[config.mk]
export PLATFORM = sky130hd
export DESIGN_NAME = fetch_prefetch_queue
export DESIGN_NICKNAME = d
export VERILOG_FILES = /design/src/rtl/fetch_prefetch_queue.sv
export SDC_FILE = /design/constraint.sdc
export NUM_CORES = 1
export LEC_CHECK = 0
export ABC_AREA = 0
export BUFFER_PORTS_ARGS = -buffer_cell sky130_fd_sc_hd__buf_2
export CORE_AREA = 2 2 160 162
export CTS_CLUSTER_SIZE = 14
export DETAILED_ROUTE_END_ITERATION = 6
export DIE_AREA = 0 0 162 164
export PLACE_DENSITY = 0.77
export SKIP_LAST_GASP = 1
export SLEW_MARGIN = 10
export SYNTH_ARGS = -nofsm -noshare
export SYNTH_HDL_FRONTEND = slang
export SYNTH_SLANG_ARGS = --single-unit
[constraint.sdc]
create_clock -name clk -period 11.2 [get_ports clk]
set_clock_uncertainty 0.2 [all_clocks]
set_input_delay 0.56 -clock clk [delete_from_list [all_inputs] [get_ports clk]]
set_output_delay 0.56 -clock clk [all_outputs]
set_load 0.01 [all_outputs]
[src/rtl/fetch_prefetch_queue.sv]
// MIPS fetch stage: one outstanding imem request, DEPTH-entry {pc, instr} queue towards decode.
// Optional FETCH_JUMP_PREDECODE_EN: follow J/JAL targets at push time instead of pc+4.
module fetch_prefetch_queue #(
  parameter int ADDR_W = 32,
  parameter int DATA_W = 32,
  parameter int DEPTH = 4,
  parameter logic [ADDR_W-1:0] RESET_PC = '0
) (
  input  logic                       clk,
  input  logic                       reset,
  output logic                       imem_req,
  output logic [ADDR_W-1:0]          imem_addr,
  input  logic                       imem_ack,
  input  logic [DATA_W-1:0]          imem_rdata,
  output logic                       out_valid,
  input  logic                       out_ready,
  output logic [ADDR_W-1:0]          out_pc,
  output logic [DATA_W-1:0]          out_instr,
  input  logic                       redirect_valid,
  input  logic [ADDR_W-1:0]          redirect_pc,
  output logic [$clog2(DEPTH+1)-1:0] fifo_count
);
  localparam int PTR_W = $clog2(DEPTH);
  localparam int CNT_W = $clog2(DEPTH+1);

  typedef enum logic [1:0] {ISSUE, WAIT, WAIT_DROP} state_t;

  state_t            state, state_nxt;
  logic [ADDR_W-1:0] fetch_pc, fetch_pc_nxt, req_addr, pc_plus4;
  logic [ADDR_W-1:0] pc_mem    [DEPTH];
  logic [DATA_W-1:0] instr_mem [DEPTH];
  logic [PTR_W-1:0]  head, tail;
  logic [CNT_W-1:0]  count;
  logic              full, push, pop;
  logic              redirect_lsb_unused;

  assign redirect_lsb_unused = ^redirect_pc[1:0];

  assign full       = (count == CNT_W'(DEPTH));
  assign out_valid  = (count != '0);
  assign fifo_count = count;
  assign out_pc     = pc_mem[head];
  assign out_instr  = instr_mem[head];

  // Outside ISSUE the request must stay up until acked, even if the queue is full
  always_comb begin
    imem_req = 1'b0;
    if (!reset) begin
      if (state == ISSUE) imem_req = !full;
      else                imem_req = 1'b1;
    end
  end

  // req_addr holds the in-flight address so a redirect during WAIT cannot disturb it
  assign imem_addr = (state == ISSUE) ? fetch_pc : req_addr;

  assign push     = imem_req & imem_ack & (state != WAIT_DROP) & !redirect_valid;
  assign pop      = out_valid & out_ready & !redirect_valid;
  assign pc_plus4 = fetch_pc + ADDR_W'(4);

`ifdef FETCH_JUMP_PREDECODE_EN
  logic [ADDR_W-1:0] jump_target;
  logic              is_jump;
  assign is_jump     = (imem_rdata[31:26] == 6'b000010) || (imem_rdata[31:26] == 6'b000011);
  assign jump_target = (pc_plus4 & ~ADDR_W'(28'hFFF_FFFF)) | ADDR_W'({imem_rdata[25:0], 2'b00});
`endif

  always_comb begin
    fetch_pc_nxt = fetch_pc;
    if (redirect_valid) begin
      fetch_pc_nxt = {redirect_pc[ADDR_W-1:2], 2'b00};
    end else if (push) begin
`ifdef FETCH_JUMP_PREDECODE_EN
      fetch_pc_nxt = is_jump ? jump_target : pc_plus4;
`else
      fetch_pc_nxt = pc_plus4;
`endif
    end
  end

  always_comb begin
    state_nxt = state;
    case (state)
      ISSUE: begin
        if (imem_req && !imem_ack) state_nxt = redirect_valid ? WAIT_DROP : WAIT;
      end
      WAIT: begin
        if (imem_ack)            state_nxt = ISSUE;
        else if (redirect_valid) state_nxt = WAIT_DROP;
      end
      WAIT_DROP: begin
        if (imem_ack) state_nxt = ISSUE;
      end
      default: state_nxt = ISSUE;
    endcase
  end

  always_ff @(posedge clk or posedge reset) begin
    if (reset) begin
      state    <= ISSUE;
      fetch_pc <= RESET_PC;
      req_addr <= RESET_PC;
      head     <= '0;
      tail     <= '0;
      count    <= '0;
    end else begin
      state    <= state_nxt;
      fetch_pc <= fetch_pc_nxt;
      if (state == ISSUE) req_addr <= fetch_pc;
      if (redirect_valid) begin
        head  <= '0;
        tail  <= '0;
        count <= '0;
      end else begin
        if (push) tail <= tail + PTR_W'(1);
        if (pop)  head <= head + PTR_W'(1);
        if (push && !pop)      count <= count + CNT_W'(1);
        else if (pop && !push) count <= count - CNT_W'(1);
      end
    end
  end

  always_ff @(posedge clk or posedge reset) begin
    if (reset) begin
      for (int i = 0; i < DEPTH; i++) begin
        pc_mem[i]    <= '0;
        instr_mem[i] <= '0;
      end
    end else if (push) begin
      pc_mem[tail]    <= fetch_pc;
      instr_mem[tail] <= imem_rdata;
    end
  end
endmodule
==> out/qor.yml <==
run_status:
  status: "finished, violations left"
  violations: "negative hold slack"
synthesis:
  synth_edf_count: 0
  synth-compound-area-share: 0.0132
  avgSynthCellArea_um2: 15.2
  async_flop_share: 1.00
  synth_top_area_share: 0.549
  synthMuxAreaShare: 0.316
  synth-main-ff-cell: "dfrtp_1"
  yosys-top-cells-area: "dfrtp_1 55%, mux2_1 19%, mux4_2 9.6%"
  ys_ff_latch: 319
  synth_cells: 953
  synth_cell_type_count: 48
  synth_area_um2: 14500
  ys_seq_area_frac: 0.549
  synth_top_area_cell: "dfrtp_1"
  synth_top_family_by_area: "multiplexers"
  synth_xor_area_frac: 0.0181
  synthAdderAreaFrac: 0.00568
  yosysWarnings: 0
  yosys.area_share.simple: 0.0532
clock_network:
  cts_buffers: 35
  post_cts_buffers: 0
  ctsResizeCount: 0
  hold_buffers: 0
  clkLatencyLatePin_ns: 0.52
  cts_num_sinks: 319
  cts_max_level: 2
  clk_pin_slew_ns: 0.06
  cts_buffer_depth: 3
  cts_tree: "done"
  cts-root-buf: "clkbuf_16"
sta:
  rsz0062_at_grt: "no"
  slew_viol_final: 0
  setup_viol: 0
  fmax_mhz: 279
  worstMarginPinSlew_ns: 1.10
  max-slew-margin-rel: 0.267
  fin_crit_ns: 3.59
  holdWs_ns: -0.0389
  finalHoldViolCount: 7
  finalCritPeriodShare: 0.320
  fin_setup_tns_ns: 0
worst_hold_path:
  hold_class: "primary input to async pin"
final_layout:
  final_layout_size_suffix_gt1_frac: 0.306
  layout.nets: 1160
  syn_to_final_growth_pct: 12.6
  n_fill_cell: 1841
  fin_area_um2: 16400
  final_core_util: 0.659
  final_cells: 1440
worst_setup_path:
  slowest_stage: "o21ai_2"
  r2r_slack_ns: 8.04
  r2r_end: "pc_mem[25]$_DFFE_PP0P_"
  critPathLaunchType: "flip-flop"
  required_ns: 10.44
  critPathKind: "flip-flop to output port"
  r2r-start: "fifo_count[0]$_DFFE_PP0P_"
  slowest_delay_ns: 0.82
  worst_path_dominant_cell_family: "compound AO/OA/AOI/OAI gates"
  crit_path_end_kind: "output port"
  worstPathArrival_ns: 2.83
  cp_max_fo: 23
  crit_chain: "or4_4 -> o21ai_2 -> inv_1 -> buf_2"
  reg2reg_depth: 6
  crit_buf_inv: 2
routing:
  dr.pass1.iters: 4
  drc_errors: 0
  wl_per_cell_um: 20.5
  final_antenna_net_count: 0
  drt_iter0_drc: 484
  vias: 8305
  drt-total-wl_um: 29500
  vias_per_cell: 5.77
placement:
  place.gp.congestion: 0.752
  dp.cells: 1378
  dp_hpwl_um: 17700
  place_area_um2: 15200
  port_buffers: 165
pwr:
  p_per_area_nw_per_um2: 232
  max-vdd-ir-drop_uv: 130
  power.total_mw: 3.79
  p_leak_nw: 7.75
floorplan:
  die_area_um2: 26600
  die_x_um: 162
  rows: 58
  core_area_um2: 24800
  initial_core_util: 0.585
  die_height_um: 164
  num_io_pins: 170
flow_run:
  cap_violations: 0
global_routing:
  gr-total-overflow: 0
  grt_pass1_vias: 8737
  antenna_found_initial: 1
  grtUsageTotal: 0.229
  grt_pass1_wl_um: 47600
  grt_start_max_net_pins: 137
## sequential cells by signal (all words and copies together) (netlist names)
| register | count |
|---|---|
| pc_mem | 120 |
| head | 2 |
| state | 2 |
| req_addr | 32 |
| fifo_count | 3 |
| tail | 2 |
| fetch_pc | 30 |
| instr_mem | 128 |
## power breakdown
group	internal [mW]	leakage [nW]	total [mW]	switching, mW
combinational	0.566	3.06	1.04	0.471
sequential	1.44	4.13	1.63	0.192
clock	0.671	0.554	1.12	0.450
## placed cells by master (no fill, tap or decap), types with 5 or more instances in the layout
| master | instances |
|---|---|
| and4_1 | 5 |
| buf_2 | 165 |
| buf_4 | 7 |
| clkbuf_1 | 9 |
| clkbuf_16 | 35 |
| clkbuf_8 | 7 |
| dfrtp_1 | 317 |
| ha_1 | 5 |
| inv_1 | 9 |
| mux2_1 | 240 |
| mux2_2 | 40 |
| mux4_2 | 62 |
| nand2_1 | 40 |
| nand3_1 | 13 |
| nand4_1 | 8 |
| nor2_1 | 10 |
| nor2b_1 | 5 |
| nor4_1 | 22 |
| o21ai_0 | 25 |
| xnor2_1 | 23 |
| xor2_1 | 7 |
## per-stage QoR
stage               hold WS, ns  worst slack [ns]
floorplan                 0.259              1.56
global placement          0.268              7.42
detailed placement        0.276              7.37
CTS                      0.0320              7.54
global route             0.0445              7.45
finish                  -0.0389              7.61
## metal layers
layer,global-route usage,up-vias,part of all wire
li1,-,3725,-
met3,0.0449,47,0.050
met1,0.315,4341,0.45
met2,0.380,192,0.49
met4,0.0567,0,0.018
met5,0,-,0
## layout make-up
cell class	instances	area [um^2]	share of cell area
Antenna cell	1	2.50	0.000153
Clock buffer	51	1010	0.0615
Clock inverter	10	115	0.00703
Sequential cell	319	7990	0.488
Multi-Input combinational cell	547	5910	0.361
Inverter	10	45.0	0.00275
Tap cell	330	413	0.0252
Timing Repair Buffer	172	878	0.0537
## cells by family after synthesis
logic type | Yosys count
AND/OR/NAND/NOR | 130
other | 1
multiplexers | 346
XOR/XNOR | 30
adder cells (fa/ha/maj) | 6
buffers and inverters | 88
AO/OA/AOI/OAI | 33
flip-flops | 319
## worst max path at each step
stage,from,to,slack [ns],cells past startpoint
5_1_grt,head[0]$_DFFE_PP0P_,out_pc[20],7.45,3
2_1_floorplan,reset,fetch_pc[10]$_DFFE_PP0N_,1.56,1
3_5_place_dp,reset,instr_mem[48]$_DFFE_PP0P_,7.37,7
6_report,fifo_count[0]$_DFFE_PP0P_,imem_req,7.61,4
4_1_cts,head[0]$_DFFE_PP0P_,out_pc[20],7.54,3
3_3_place_gp,reset,pc_mem[56]$_DFFE_PP0P_,7.42,7
## Yosys cell counts (3+ instances only)
| cell | instances |
|---|---|
| dfrtp_1 | 319 |
| mux2_1 | 240 |
| mux4_2 | 62 |
| mux2_2 | 40 |
| nand2_1 | 40 |
| o21ai_0 | 25 |
| buf_8 | 24 |
| clkbuf_1 | 23 |
| xnor2_1 | 23 |
| nor4_1 | 22 |
| buf_2 | 16 |
| nand3_1 | 13 |
| nor2_1 | 11 |
| inv_1 | 10 |
| buf_1 | 8 |
| nand4_1 | 8 |
| xor2_1 | 7 |
| and4_1 | 5 |
| ha_1 | 5 |
| nor2b_1 | 5 |
| and3_1 | 4 |
| mux2i_1 | 4 |
| nand2_8 | 4 |
| and2_1 | 3 |
| buf_4 | 3 |
| clkbuf_2 | 3 |
| o31a_1 | 3 |
No activity file was read; power rests on OpenSTA's default activity.
